File: src/rtl/v_hier_qcapture.sv
// v_hier_qcapture: watches the 4-bit qvec bus and records every change with
// a free-running cycle timestamp. Changes are queued in a small
// first-word-fall-through FIFO, drained via out_valid/out_ready. A sticky
// overflow flag remembers any change dropped because the FIFO was full.
module v_hier_qcapture #(
  parameter int DEPTH = 4,
  parameter int TS_W  = 8
) (
  input  logic                     clk,
  input  logic                     rst,
  input  logic [3:0]               qvec,
  input  logic                     enable,
  output logic                     out_valid,
  input  logic                     out_ready,
  output logic [3:0]               out_data,
  output logic [TS_W-1:0]          out_ts,
  output logic [$clog2(DEPTH):0]   count,
  output logic                     overflow,
  input  logic                     clr_ovf
);

  localparam int AW = $clog2(DEPTH);
  localparam int CW = AW + 1;
  localparam int EW = 4 + TS_W;

  logic [3:0]      prev_q_reg;
  logic [TS_W-1:0] ts_reg;
  logic [AW-1:0]   wr_ptr_reg;
  logic [AW-1:0]   rd_ptr_reg;
  logic [CW-1:0]   count_reg;
  logic [CW-1:0]   count_next;
  logic            overflow_reg;

  // Storage is deliberately left out of reset; occupancy is tracked by count.
  logic [EW-1:0]   mem [DEPTH];

  logic change;
  logic push_req;
  logic full;
  logic pop;
  logic push;
  logic drop;

  assign change   = (qvec != prev_q_reg);
  assign push_req = change && enable;
  assign full     = (count_reg == CW'(DEPTH));
  assign pop      = out_valid && out_ready;
  // A simultaneous pop frees a slot, so a push into a full FIFO is accepted.
  assign push     = push_req && (!full || pop);
  assign drop     = push_req && full && !pop;

  assign out_valid = (count_reg != '0);
  assign count     = count_reg;
  assign overflow  = overflow_reg;
  assign out_data  = out_valid ? mem[rd_ptr_reg][EW-1:TS_W] : 4'h0;
  assign out_ts    = out_valid ? mem[rd_ptr_reg][TS_W-1:0] : '0;

  // Occupancy update from the push/pop pair.
  always_comb begin
    count_next = count_reg;
    case ({push, pop})
      2'b10:   count_next = count_reg + CW'(1);
      2'b01:   count_next = count_reg - CW'(1);
      default: count_next = count_reg;
    endcase
  end

  // Previous-value register and timestamp counter run regardless of enable.
  always_ff @(posedge clk or posedge rst) begin
    if (rst) begin
      prev_q_reg <= 4'h0;
      ts_reg     <= '0;
    end else begin
      prev_q_reg <= qvec;
      ts_reg     <= ts_reg + TS_W'(1);
    end
  end

  // FIFO pointers and occupancy; pointers wrap naturally at DEPTH.
  always_ff @(posedge clk or posedge rst) begin
    if (rst) begin
      wr_ptr_reg <= '0;
      rd_ptr_reg <= '0;
      count_reg  <= '0;
    end else begin
      if (push) wr_ptr_reg <= wr_ptr_reg + AW'(1);
      if (pop)  rd_ptr_reg <= rd_ptr_reg + AW'(1);
      count_reg <= count_next;
    end
  end

  // Entry write: qvec with the timestamp value before this edge's increment.
  always_ff @(posedge clk) begin
    if (push) mem[wr_ptr_reg] <= {qvec, ts_reg};
  end

  // Sticky overflow; a new drop beats a same-cycle clear.
  always_ff @(posedge clk or posedge rst) begin
    if (rst)          overflow_reg <= 1'b0;
    else if (drop)    overflow_reg <= 1'b1;
    else if (clr_ovf) overflow_reg <= 1'b0;
  end

endmodule
File: config.mk
export PLATFORM = sky130hd
export DESIGN_NAME = v_hier_qcapture
export DESIGN_NICKNAME = d
export VERILOG_FILES = /design/src/rtl/v_hier_qcapture.sv
export SDC_FILE = /design/constraint.sdc
export NUM_CORES = 1
export LEC_CHECK = 0
export CORE_MARGIN = 1.5
export CORE_UTILIZATION = 25
export DETAILED_ROUTE_END_ITERATION = 7
export HOLD_SLACK_MARGIN = 0.08
export PLACE_DENSITY = 0.52
export SYNTH_ARGS = -nofsm -noshare
export SYNTH_HDL_FRONTEND = slang
export SYNTH_SLANG_ARGS = --single-unit
export TNS_END_PERCENT = 100
File: constraint.sdc
create_clock -name clk -period 5.9 [get_ports clk]
set_input_delay 1.18 -clock clk [delete_from_list [all_inputs] [get_ports clk]]
set_output_delay 1.18 -clock clk [all_outputs]
set_load 0.005 [all_outputs]
Word-level counts from Yosys, hierarchy flattened
Memory sizes are Yosys's and may differ from the RTL's.
Index checks and enable logic that the tools add are counted.

storage, ports and cells
  bits in registers = 20
  bits in latches = 0
  bits in writable memories = 48
  bits in read-only memories = 0
  bits of input ports = 9
  logic and storage cells = 34
  memories = 1

operators by class
  add/subtract/negate cells = 5
  multiply operators = 0
  div/mod/pow operators = 0
  magnitude comparators = 0
  eq/ne operators = 4
  shift-type cells = 0
  muxes and demuxes = 7
  bitwise gates (word level) = 0
  reductions and logical operators = 11

memories
  memory  depth  bits a word  rd ports  clocked after Yosys merged registers in  wr ports  RTL line  RTL
  mem     4      12           1         0                                        1         35        logic [EW-1:0] mem [DEPTH];

operators with widths
  kind                                                 count
  adder 8 x 1 -> 8 bit, second input constant          1
  two-way mux 8 bit                                    1
  one-hot mux 3 bit (2 select lines)                   1
  logical AND 1 bit                                    5
  adder 2 x 1 -> 2 bit, second input constant          2
  two-way mux 1 bit                                    4
  two-way mux 4 bit                                    1
  != test 4 bit                                        1
  nonzero test 2 bit                                   2
  adder 3 x 1 -> 3 bit, second input constant          1
  equality test 3 bit, second input constant           1
  nonzero test 3 bit                                   1
  subtractor 3 x 1 -> 3 bit, second input constant     1
  equality test 2 x 1 -> 1 bit, second input constant  1
  equality test 2 bit, second input constant           1
  logical NOT 1 bit                                    2
  logical OR 1 bit                                     1

Logic depth before layout (Yosys ltp)
  depth after elaboration = 6
  mapped depth = 11

Worst setup path before layout
OpenSTA, ideal clock, no wires.

  path type = input to register
  from = input port out_ready
  to = register count_reg[2], in the netlist count[2]
  setup time = 0.079 ns
  arrival time = 2.974 ns
  slack = 2.847 ns
  stages on the path = 10
  path buffers = 1
  path through = or4b_1 > and3_1 > buf_6 > inv_1 > ha_1 > inv_1 > fa_1 > xor2_1 > nor2_1 > xor2_1

between the ends
  longest elaborated chain between the ends = 5
  elaborated cells between the ends (all ways) = 7

RTL lines
  item                                                                      RTL line  RTL
  start: declaration                                                        14        input logic out_ready,
  logical AND 1 bit (*)                                                     47        assign pop = out_valid && out_ready;
  logical OR 1 bit                                                          49        assign push = push_req && (!full || pop);
  logical AND 1 bit                                                         49
  equality test 2 x 1 -> 1 bit or equality test 2 bit (tied branches)       61        case ({push, pop})
  one-hot mux 3 bit (2 select lines) or nonzero test 2 bit (tied branches)  --
  end signal: assignment                                                    88        count_reg <= count_next;
  end: declaration                                                          30        logic [CW-1:0] count_reg;

Mark *: on every way between the ends. The rest lies on a longest branch, timed or not.
A chain may end at the register's enable or synchronous reset.

Worst setup path in the final report
  from = register rd_ptr_reg[0]
  to = output port out_ts[0]

between the ends
  longest elaborated chain between the ends = 2

RTL lines
  item                      RTL line  RTL
  start: declaration        29        logic [AW-1:0] rd_ptr_reg;
  start signal: assignment  87        if (pop) rd_ptr_reg <= rd_ptr_reg + AW'(1);
  memory (4 x 12 bit)       --
  two-way mux 8 bit         56        assign out_ts = out_valid ? mem[rd_ptr_reg][TS_W-1:0] : '0;
  end: declaration          16        output logic [TS_W-1:0] out_ts,

No other way between the ends.

==> metrics.csv <==
metric,value,unit
outcome,"finished, final reports clean",
cell_count_after_synthesis,150,
cp_max_fo,14,
number_of_flip_flops_under_the_largest_register_name,48,
dr_total_vias,1319,
cell_internal_pwr,1190,uW
timing_worst_slew_pin_value,0.870,ns
post-synth-top-area-fraction,52.9,%
netlist_top_cells_area,"edfxtp_1 (53%), dfrtp_1 (18%), mux4_2 (9.9%)",
vias_in_the_first_global_route,1335,
initial_core_util,26.1,%
tritoncts,yes,
mappedNetlistNets,166,
placement_rows,37,
timing.slew.headroom,42.0,%
synth.lib_cells_used.distinct,25,
cts_setup_buffers,0,
globalRoute.totalOverflow,0,
switching_power_summed_over_all_nets,417,uW
syn_to_final_growth,23.5,%
fmaxAchievable,273,MHz
hold_path_class,register to register,
nets_finish,197,
totalWireLength,4590,um
die_y,107,um
post_synthesis_sequential_area_ratio,71.2,%
cell_at_the_root_of_the_clock_tree,clkbuf_8,
gpl.final_weighted_congestion,0.682,
cts.sink_count,68,
finalSetupViolations,0,
synth_warnings,0,
cp_data_arrival_time,2.48,ns
timing.max_cap.violations,0,
rsz_0062_raised_after_global_routing,no,
power.share.combinational,28.6,%
post_synth_instance_area,0.00273,mm2
fp.coreArea,0.0105,mm2
antenna_violations_before_repair,0,
grt_max_degree,21,
final_period_minus_worst_setup_slack,3.66,ns
insertedDiodeCount,0,
final_min_period_over_clock_period,62.0,%
power_per_standard_cell_area,479,mW/mm2
syn-mean-instance-area,18.2,um2
power.sequential.fraction,42.5,%
pwr-share-clk,28.9,%
worst_setup_path_end_kind,output port,
design.portCount,26,
numPlacedInstances,306,
switching_share,25.9,%
grt_util_met2,13.1,%
critical_path.startpoint_type,register,
holdBufCountCts,0,
drt-pass1-iter-count,3,
clock_skews,0.00841,ns
overall_track_demand_over_capacity_in_global_routing,8.73,%
cts_max_level,3,
ctsResizeCount,0,
crit_type,register to output port,
global_route.usage.met1,11.6,%
finish.cell_count_without_fillers,322,
ir_drop,0.147,mV
clock_latency,0.33,ns
cts_clock_pin_slew_for_the_worst_setup_and_hold_paths,0.07,ns
global_route_wire_length_before_repair,7210,um
timing.final.max_slew_violations,0,
final_layout_size_suffix_gt1_share,17.2,%
grt_util_met3,2.30,%
routed_via_density,4.10,
gr-max-usage-layer,met2,
dieArea,0.0115,mm2
drc_violations,0,
ant_nets,0,
cts-buffers-inserted,9,
synth.ff_latch_count,68,
dp.final_hpwl,2830,um
numPortBuffers,25,
timing_hold_violations_final,0,
die_w,107,um
avgRoutedWirePerCell,14.2,um
cts-root-to-sink-buffers,2,
leakage,0.00121,uW
synth_top_cell_by_area,edfxtp_1,
drtIter0Drc,26,
critPathRequiredTime,4.72,ns
tns,0,ns
[Yosys cell counts]
| library cell | count |
|---|---|
| clkbuf_1 | 1 |
| ha_1 | 6 |
| xor2_1 | 5 |
| buf_2 | 2 |
| xnor2_1 | 11 |
| o22ai_1 | 1 |
| and2_2 | 2 |
| fa_1 | 1 |
| edfxtp_1 | 48 |
| or3_2 | 1 |
| nand3_1 | 2 |
| inv_1 | 9 |
| and2_1 | 15 |
| or4b_1 | 1 |
| dfrtp_1 | 20 |
| buf_1 | 1 |
| mux2_4 | 1 |
| nor2_1 | 1 |
| mux4_2 | 12 |
| mux2i_1 | 1 |
| nand4_1 | 2 |
| and3_1 | 2 |
| buf_6 | 1 |
| and4_1 | 1 |
| nand2_1 | 3 |
[cell families (layout without fill, tap and decap cells)]
| group | after synthesis | in the layout | synth area share [%] |
|---|---|---|---|
| compound gates | 1 | 1 | 0.230 |
| xor+xnor | 16 | 16 | 5.14 |
| fa+ha+maj | 7 | 7 | 3.49 |
| buf+inv | 14 | 50 | 2.29 |
| flops | 68 | 68 | 71.2 |
| mux | 14 | 14 | 10.8 |
| simple gates | 30 | 30 | 6.79 |
[cells in the final DEF (no fill, tap or decap)]
cell type / netlist / routed
fa_1: 1 / 1
nand2_1: 3 / 3
ha_1: 6 / 6
nand4_1: 2 / 2
clkinvlp_4: 0 / 1
xor2_1: 5 / 5
nand3_1: 2 / 2
inv_1: 9 / 9
mux2i_1: 1 / 1
mux4_2: 12 / 12
o22ai_1: 1 / 1
and3_1: 2 / 2
nor2_1: 1 / 1
and4_1: 1 / 1
and2_2: 2 / 2
dfrtp_1: 20 / 20
mux2_4: 1 / 1
clkinv_4: 0 / 1
clkbuf_8: 0 / 10
clkdlybuf4s50_1: 0 / 25
or3_2: 1 / 1
clkinv_2: 0 / 1
xnor2_1: 11 / 11
edfxtp_1: 48 / 48
bufinv_16: 0 / 3
or4b_1: 1 / 1
and2_1: 15 / 15
[through the flow]
step	utilization [%]	area [um2]	total power [uW]	setup WS, ns	hold slack [ns]
6_report	32.2	3370	1610	2.24	0.508
5_1_grt	32.2	3370	1700	2.05	0.541
4_1_cts	32.2	3370	1640	2.14	0.511
3_5_place_dp	29.8	3120	1170	2.34	0.497
3_3_place_gp	29.8	3120	1170	2.40	0.502
2_1_floorplan	-	2730	946	2.85	0.489
[power by group through the flow]
stage | Sequential [uW] | Combinational [uW] | Clock, uW
after floorplan | 647 | 299 | 0
after global placement | 701 | 474 | 0
after detailed placement | 702 | 471 | 0
after CTS | 692 | 475 | 475
after global routing | 703 | 508 | 491
final | 685 | 462 | 465
[routing by layer]
metal,part of all wire [%],wire length [um],vias to the layer above
met4,1.7,80,0
met5,0,0,-
met3,3.6,164,10
met1,47,2150,674
li1,-,-,611
met2,48,2190,24
[critical path: stages, from the launching register on]
cell	delay, ns
dfrtp_1	0.92
mux4_2	0.58
and2_1	0.19
clkdlybuf4s50_1	0.45
[path summary, 6_finish.rpt]
| kind | start | to | slack [ns] | cells past startpoint |
|---|---|---|---|---|
| min reg2reg | count[2]$_DFFE_PP0P_ | count[2]$_DFFE_PP0P_ | 0.51 | 1 |
| max | rd_ptr_reg[0]$_DFFE_PP0P_ | out_ts[0] | 2.24 | 3 |
| min in group asynchronous | rst | wr_ptr_reg[0]$_DFFE_PP0P_ | 1.32 | 2 |
| max reg2reg | count[0]$_DFFE_PP0P_ | count[2]$_DFFE_PP0P_ | 3.47 | 9 |
| min | count[2]$_DFFE_PP0P_ | count[2]$_DFFE_PP0P_ | 0.51 | 1 |
| max in group asynchronous | rst | ts_reg[1]$_DFF_PP0_ | 4.04 | 2 |
[cell type report]
type | instances | area, um2
well taps | 136 | 170
repair buffers | 25 | 250
clock inverters | 6 | 111
clock buffers | 10 | 138
inverters | 9 | 33.8
flip-flops and latches | 68 | 1940
fillers | 1065 | 7100
multi-input cells | 68 | 722
No activity file was read; power rests on OpenSTA's default activity.
